<file path="config.mk">
export PLATFORM = sky130hd
export DESIGN_NAME = uart_prog_loader_flat
export DESIGN_NICKNAME = d
export VERILOG_FILES = /design/src/rtl/uart_loader_pkg.sv /design/src/rtl/uart_prog_loader_if.sv /design/src/rtl/uart_rx_byte.sv /design/src/rtl/uart_prog_loader.sv /design/src/flat_wrapper.sv
export SDC_FILE = /design/constraint.sdc
export NUM_CORES = 1
export LEC_CHECK = 0
export CAP_MARGIN = 20
export CORE_MARGIN = 2
export CORE_UTILIZATION = 30
export DETAILED_ROUTE_END_ITERATION = 10
export GPL_TIMING_DRIVEN = 0
export PLACE_DENSITY = 0.53
export RECOVER_POWER = 100
export REMOVE_ABC_BUFFERS = 1
export SYNTH_ARGS = -nofsm -noshare
export SYNTH_HDL_FRONTEND = slang
export SYNTH_SLANG_ARGS = --single-unit
</file>
<file path="constraint.sdc">
create_clock -name clk -period 7.7 [get_ports clk]
set_clock_uncertainty 0.2 [all_clocks]
set_input_delay 1.54 -clock clk [delete_from_list [all_inputs] [get_ports clk]]
set_output_delay 1.54 -clock clk [all_outputs]
set_load 0.05 [all_outputs]
</file>
<file path="src/rtl/uart_loader_pkg.sv">
// Shared types and constants for the UART program loader: RX state encoding,
// byte-lane index width and the default baud divisor.
package uart_loader_pkg;

  typedef enum logic [1:0] {
    IDLE  = 2'd0,
    START = 2'd1,
    DATA  = 2'd2,
    STOP  = 2'd3
  } rx_state_t;

  localparam int BYTE_IDX_W = 2;

  // 100 MHz clock, 115200 baud
  localparam int DEFAULT_CLKS_PER_BIT = 868;

endpackage

</file>
<file path="src/rtl/uart_prog_loader_if.sv">
// Instruction-memory write port driven by the loader while it owns the memory.
// Handshake: imem_we is a one-cycle strobe that writes imem_din at imem_addr;
// the memory always accepts it, and it is only ever raised while imem_prog_ena=1.
interface uart_prog_loader_if;
  logic        imem_prog_ena;
  logic        imem_we;
  logic [31:0] imem_addr;
  logic [31:0] imem_din;

  modport master (output imem_prog_ena, imem_we, imem_addr, imem_din);
  modport slave  (input  imem_prog_ena, imem_we, imem_addr, imem_din);
endinterface

</file>
<file path="src/rtl/uart_rx_byte.sv">
// 8N1 UART byte receiver: 2-flop synchronizer, baud counter and RX FSM.
// byte_valid / frame_err_pulse are single-cycle strobes in the stop-bit sample cycle.
module uart_rx_byte
  import uart_loader_pkg::*;
#(
  parameter int CLKS_PER_BIT = DEFAULT_CLKS_PER_BIT
) (
  input  logic       clk,
  input  logic       Rst_n,
  input  logic       enable,
  input  logic       rx,
  output logic       byte_valid,
  output logic [7:0] byte_data,
  output logic       frame_err_pulse
);

  localparam int CNT_W = $clog2(CLKS_PER_BIT + 1);
  localparam logic [CNT_W-1:0] HALF_LAST = CNT_W'(CLKS_PER_BIT / 2 - 1);
  localparam logic [CNT_W-1:0] BIT_LAST  = CNT_W'(CLKS_PER_BIT - 1);

  logic             rx_meta;
  logic             rx_sync;
  rx_state_t        rx_state;
  rx_state_t        state_d;
  logic [CNT_W-1:0] cnt_q;
  logic [CNT_W-1:0] cnt_d;
  logic [2:0]       bit_q;
  logic [2:0]       bit_d;
  logic [7:0]       shift_q;
  logic [7:0]       shift_d;

  always_ff @(posedge clk or negedge Rst_n) begin
    if (!Rst_n) begin
      rx_meta <= 1'b1;
      rx_sync <= 1'b1;
    end else begin
      rx_meta <= rx;
      rx_sync <= rx_meta;
    end
  end

  always_ff @(posedge clk or negedge Rst_n) begin
    if (!Rst_n) begin
      rx_state <= IDLE;
      cnt_q    <= '0;
      bit_q    <= '0;
      shift_q  <= '0;
    end else begin
      rx_state <= state_d;
      cnt_q    <= cnt_d;
      bit_q    <= bit_d;
      shift_q  <= shift_d;
    end
  end

  always_comb begin
    state_d         = rx_state;
    cnt_d           = cnt_q + 1'b1;
    bit_d           = bit_q;
    shift_d         = shift_q;
    byte_valid      = 1'b0;
    frame_err_pulse = 1'b0;
    if (!enable) begin
      // leaving programming mode abandons any frame in flight
      state_d = IDLE;
      cnt_d   = '0;
    end else begin
      unique case (rx_state)
        IDLE: begin
          cnt_d = '0;
          if (!rx_sync) state_d = START;
        end
        START: begin
          if (cnt_q == HALF_LAST) begin
            cnt_d   = '0;
            bit_d   = '0;
            state_d = rx_sync ? IDLE : DATA;
          end
        end
        DATA: begin
          if (cnt_q == BIT_LAST) begin
            cnt_d   = '0;
            shift_d = {rx_sync, shift_q[7:1]};
            if (bit_q == 3'd7) state_d = STOP;
            else               bit_d   = bit_q + 3'd1;
          end
        end
        STOP: begin
          if (cnt_q == BIT_LAST) begin
            cnt_d   = '0;
            state_d = IDLE;
            if (rx_sync) byte_valid      = 1'b1;
            else         frame_err_pulse = 1'b1;
          end
        end
        default: state_d = IDLE;
      endcase
    end
  end

  assign byte_data = shift_q;

endmodule

</file>
<file path="src/rtl/uart_prog_loader.sv">
// Loads instruction words over UART into instruction memory while prog=1.
// Optional XOR checksum of written words: define UART_LOADER_CHECKSUM_EN.
module uart_prog_loader
  import uart_loader_pkg::*;
#(
  parameter int          CLKS_PER_BIT = DEFAULT_CLKS_PER_BIT,
  parameter logic [31:0] START_ADDR   = 32'h0000_0000
) (
  input  logic                       clk,
  input  logic                       Rst_n,
  input  logic                       prog,
  input  logic                       rx,
  uart_prog_loader_if.master         imem,
  output logic [15:0]                word_count,
  output logic                       frame_err,
  output logic [31:0]                checksum
);

  logic                  byte_valid;
  logic [7:0]            byte_data;
  logic                  frame_err_pulse;
  logic                  prog_q;
  logic                  prog_rise;
  logic [31:0]           addr_q;
  logic [BYTE_IDX_W-1:0] idx_q;
  logic [23:0]           lanes_q;

  uart_rx_byte #(
    .CLKS_PER_BIT(CLKS_PER_BIT)
  ) u_rx (
    .clk             (clk),
    .Rst_n           (Rst_n),
    .enable          (prog),
    .rx              (rx),
    .byte_valid      (byte_valid),
    .byte_data       (byte_data),
    .frame_err_pulse (frame_err_pulse)
  );

  assign prog_rise          = prog && !prog_q;
  assign imem.imem_prog_ena = prog_q;

  always_ff @(posedge clk or negedge Rst_n) begin
    if (!Rst_n) begin
      prog_q         <= 1'b0;
      addr_q         <= START_ADDR;
      idx_q          <= '0;
      lanes_q        <= '0;
      word_count     <= '0;
      frame_err      <= 1'b0;
      imem.imem_we   <= 1'b0;
      imem.imem_addr <= '0;
      imem.imem_din  <= '0;
    end else begin
      prog_q       <= prog;
      imem.imem_we <= 1'b0;
      if (prog_rise) begin
        addr_q     <= START_ADDR;
        idx_q      <= '0;
        lanes_q    <= '0;
        word_count <= '0;
        frame_err  <= 1'b0;
      end else if (!prog) begin
        // a partial word never survives leaving programming mode
        idx_q <= '0;
      end else begin
        if (frame_err_pulse) frame_err <= 1'b1;
        if (byte_valid) begin
          idx_q <= idx_q + 1'b1;
          unique case (idx_q)
            2'd0: lanes_q[7:0]   <= byte_data;
            2'd1: lanes_q[15:8]  <= byte_data;
            2'd2: lanes_q[23:16] <= byte_data;
            default: begin
              imem.imem_we   <= 1'b1;
              imem.imem_din  <= {byte_data, lanes_q};
              imem.imem_addr <= addr_q;
              addr_q         <= addr_q + 32'd4;
              if (word_count != 16'hFFFF) word_count <= word_count + 16'd1;
            end
          endcase
        end
      end
    end
  end

`ifdef UART_LOADER_CHECKSUM_EN
  logic [31:0] csum_q;

  always_ff @(posedge clk or negedge Rst_n) begin
    if (!Rst_n)            csum_q <= '0;
    else if (prog_rise)    csum_q <= '0;
    else if (imem.imem_we) csum_q <= csum_q ^ imem.imem_din;
  end

  assign checksum = csum_q;
`else
  assign checksum = '0;
`endif

endmodule

</file>
<file path="src/flat_wrapper.sv">
// flat-port wrapper written by rule: the top's interface ports become plain ports
module uart_prog_loader_flat import uart_loader_pkg::*;
#(
  parameter int          CLKS_PER_BIT = DEFAULT_CLKS_PER_BIT,
  parameter logic [31:0] START_ADDR   = 32'h0000_0000
)
  (clk, Rst_n, prog, rx, word_count, frame_err, checksum, imem_imem_prog_ena, imem_imem_we, imem_imem_addr, imem_imem_din);
  uart_prog_loader_if imem_i ();
  input  logic clk;
  input  logic Rst_n;
  input  logic prog;
  input  logic rx;
  output logic [15:0] word_count;
  output logic frame_err;
  output logic [31:0] checksum;
  output wire logic [$bits(imem_i.imem_prog_ena)-1:0] imem_imem_prog_ena;
  output wire logic [$bits(imem_i.imem_we)-1:0] imem_imem_we;
  output wire logic [$bits(imem_i.imem_addr)-1:0] imem_imem_addr;
  output wire logic [$bits(imem_i.imem_din)-1:0] imem_imem_din;
  assign imem_imem_prog_ena = imem_i.imem_prog_ena;
  assign imem_imem_we = imem_i.imem_we;
  assign imem_imem_addr = imem_i.imem_addr;
  assign imem_imem_din = imem_i.imem_din;
  uart_prog_loader #(.CLKS_PER_BIT(CLKS_PER_BIT), .START_ADDR(START_ADDR)) u_core (.clk(clk), .Rst_n(Rst_n), .prog(prog), .rx(rx), .imem(imem_i), .word_count(word_count), .frame_err(frame_err), .checksum(checksum));
endmodule
</file>
==> reports/qor.txt <==
Status -> complete, but fails checks
Failing checks -> max-capacitance violations, max-slew violations
Area of the mapped netlist -> 0.00750 sq mm
Req. time, crit path -> 7.79 ns
Fin crit share -> 69.8%
Top Family by Delay on Critical Path -> buffers and inverters
Drt drc -> 0
CP cell instances -> dlygate4sd3_1 -> nor2b_1 -> clkbuf_1 -> nor2b_1 -> mux2_1
Avg WL per Cell -> 14.7 um
Cts hold-fix bufs -> 0
Io pins -> 119
Post-cts sizing count -> 0
CTS Buf Count -> 17
CTS clock-pin slew for the worst setup and hold paths -> 0.06 ns
Yosys top cell area share -> 53.4%
Min cycle time layout -> 5.38 ns
CTS root buf -> clkbuf_16
Worst Setup End Kind -> flip-flop
Dpl ws -> 2.59 ns
Vias per std cell -> 4.61
Vias -> 4,922
Post-CTS setup buffer count -> 0
GRT Total Usage -> 12.4%
Largest net degree at the start of global routing -> 116
Top cells by area, synth -> dfrtp_1 (53%), mux2_2 (11%), buf_4 (3.5%)
RSZ-0062 raised after global routing -> false
Num rows -> 57
TritonRoute pass-1 iters -> 4
Core footprint -> 0.0245 sq mm
Routed wire length -> 15.7 mm
Worst-case clock buffer depth -> 2
Die boundary width -> 162 um
Skew-Pair Late Insertion Delay -> 0.42 ns
Pleak -> 0.00445 uW
FFs w/ async S/R, synth -> 100%
Number of global-route vias before repair -> 4,804
Sequential fraction of the synthesis area -> 54.1%
Hold WS -> 0.166 ns
IO Port Bufs -> 84
Buf/Inv on CP -> 2
Worst Path Class, Setup -> input port to flip-flop
Final Setup Violations -> 0
Die Ht -> 162 um
Die ar. -> 0.0263 sq mm
Yosys cell types -> 62
Initial DRC count -> 259
Fmax -> 0.186 GHz
CTS tree -> built
Starting Density -> 30.7%
Hpwl dp -> 10.7 mm
Power per Cell Area -> 199 mW/mm^2
Slew @ Worst Pin -> 2.75 ns
Setup slack after layout -> 2.32 ns
Predominant post-synthesis flop cell -> dfrtp_1
Peak VDD IR -> 144 uV
Routability cong. -> 0.780
Grt ovf -> 0
Area growth syn-to-layout -> 21.7%
Hold Vio Cnt, Final -> 0
Slowest stage delay, CP -> 1.43 ns
Layout Utilization -> 37.3%
Initial antenna violation count -> 1
Share of cells above drive strength 1 -> 16.2%
Worst Setup Start Kind -> input port
Normalized max-slew margin -> -83.0%
Slowest CP cell -> nor2b_1
Max-slew violation count -> 71
Mean Syn Cell Area -> 11.6 sq um
#FFs+latches synth -> 162
First-pass GRT wire length -> 25.9 mm
Filler instances -> 2,391
Yosys warns -> 0
Cell accounting for the most synthesized area -> dfrtp_1
H-tree levels -> 4
Final Net Count -> 745
Max_cap viols -> 2
Critical path data arrival time -> 5.47 ns
Setup slack, reg-to-reg -> 3.89 ns
EDFF count, synth -> 0
Crit-path max FO -> 31
Top cell by count, worst path -> nor2b_1
Antenna Nets Post-Route -> 0
Syn Inst Count -> 648
Hold Crit Class -> flip-flop to flip-flop
Clock sinks -> 162
## metal layers
layer / part of all wire (%) / up-vias / global-route usage, %
li1: - / 2389 / -
met1: 48 / 2433 / 16.8
met2: 48 / 83 / 19.5
met3: 2.8 / 17 / 2.48
met4: 1.4 / 0 / 4.71
met5: 0 / - / 0
## final cells by class
type | instances | area, sq um | share of cell area, %
Tap cell | 324 | 405 | 4.44
Sequential cell | 162 | 4060 | 44.4
Clock inverter | 11 | 154 | 1.69
Inverter | 15 | 56.3 | 0.617
Clock buffer | 20 | 457 | 5.00
Antenna cell | 1 | 2.50 | 0.0274
Timing Repair Buffer | 88 | 906 | 9.92
Multi-Input combinational cell | 447 | 3090 | 33.9
## stage by stage
step | instance area [sq um] | total power, uW | instances | setup TNS, ns
after floorplan | 7260 | 931 | 624 | 0
after global placement | 8510 | 963 | 1032 | -341.89
after detailed placement | 8610 | 965 | 1036 | 0
after CTS | 9220 | 1850 | 1067 | 0
after global routing | 9130 | 1890 | 1068 | 0
final | 9130 | 1820 | 1068 | 0
## cell usage after synthesis, drive strengths merged, types with 2 or more instances
cell	number
dfrtp	160
mux2	87
nor2	57
nand2	53
buf	46
nand3	22
a21oi	19
nand4	18
inv	15
o21ai	14
xor2	14
xnor2	13
and3	12
clkbuf	11
ha	10
nor2b	9
nor3	9
nor4	8
or3	7
or4	6
a221o	5
a31oi	5
o31ai	5
nand2b	4
and4	3
mux2i	3
or2	3
a211oi	2
a22o	2
a31o	2
dfstp	2
nand4bb	2
nor3b	2
o2111ai	2
or3b	2
## registers in the layout, indices dropped and copies added (netlist names), 3 cells and up
name                   cells
u_core.word_count         16
u_core.addr_q             30
u_core.lanes_q            24
u_core.imem.imem_din      32
u_core.u_rx.byte_data      8
u_core.imem.imem_addr     30
u_core.u_rx.bit_q          3
u_core.u_rx.cnt_q         10
## cell usage in the layout, fill, tap and decap left out, drive strengths merged, types with 13 or more instances in the layout
cell type    count
nand2           53
xor2            14
dfrtp          160
nand3           22
nand4           18
mux2            87
xnor2           13
dlygate4sd3     83
inv             17
clkbuf          22
a21oi           19
nor2            57
conb            34
o21ai           14
## kinds of logic after synthesis
family	Yosys count	share of synthesized area (%)
and+or+nand+nor	219	15.5
DFF	162	54.1
muxes	90	13.5
buffers and inverters	72	5.62
AOI/OAI and AO/OA	67	6.52
xor gates and xnor gates	27	3.15
adders and majority gates	10	1.67
other	1	0.0500
## worst paths after layout
| kind | end | from | cells after the start |
|---|---|---|---|
| hold / removal | u_core.u_rx.rx_sync$_DFF_PN1_ | u_core.u_rx.rx_meta$_DFF_PN1_ | 0 |
| setup / recovery | u_core.lanes_q[1]$_DFFE_PN0P_ | prog | 5 |
| min in group asynchronous | u_core.word_count[6]$_DFFE_PN0P_ | Rst_n | 1 |
| setup reg to reg | u_core.lanes_q[1]$_DFFE_PN0P_ | u_core.imem.imem_prog_ena$_DFF_PN0_ | 4 |
| hold reg to reg | u_core.u_rx.rx_sync$_DFF_PN1_ | u_core.u_rx.rx_meta$_DFF_PN1_ | 0 |
| max in group asynchronous | u_core.lanes_q[15]$_DFFE_PN0P_ | Rst_n | 2 |
## power breakdown
group          internal [uW]  total (uW)  switching, uW  leakage, uW
registers                854         858           4.15      0.00225
clock network            529         877            348     0.000293
logic                   10.4        85.1           74.7      0.00191
## worst register-to-register path, cell delays in order (launching register included)
cell      delay (ns)
dfrtp_1         0.45
nor2b_1         1.37
clkbuf_1        1.10
nor2b_1         0.21
mux2_1          0.35
(Power assumes the default switching activity.)
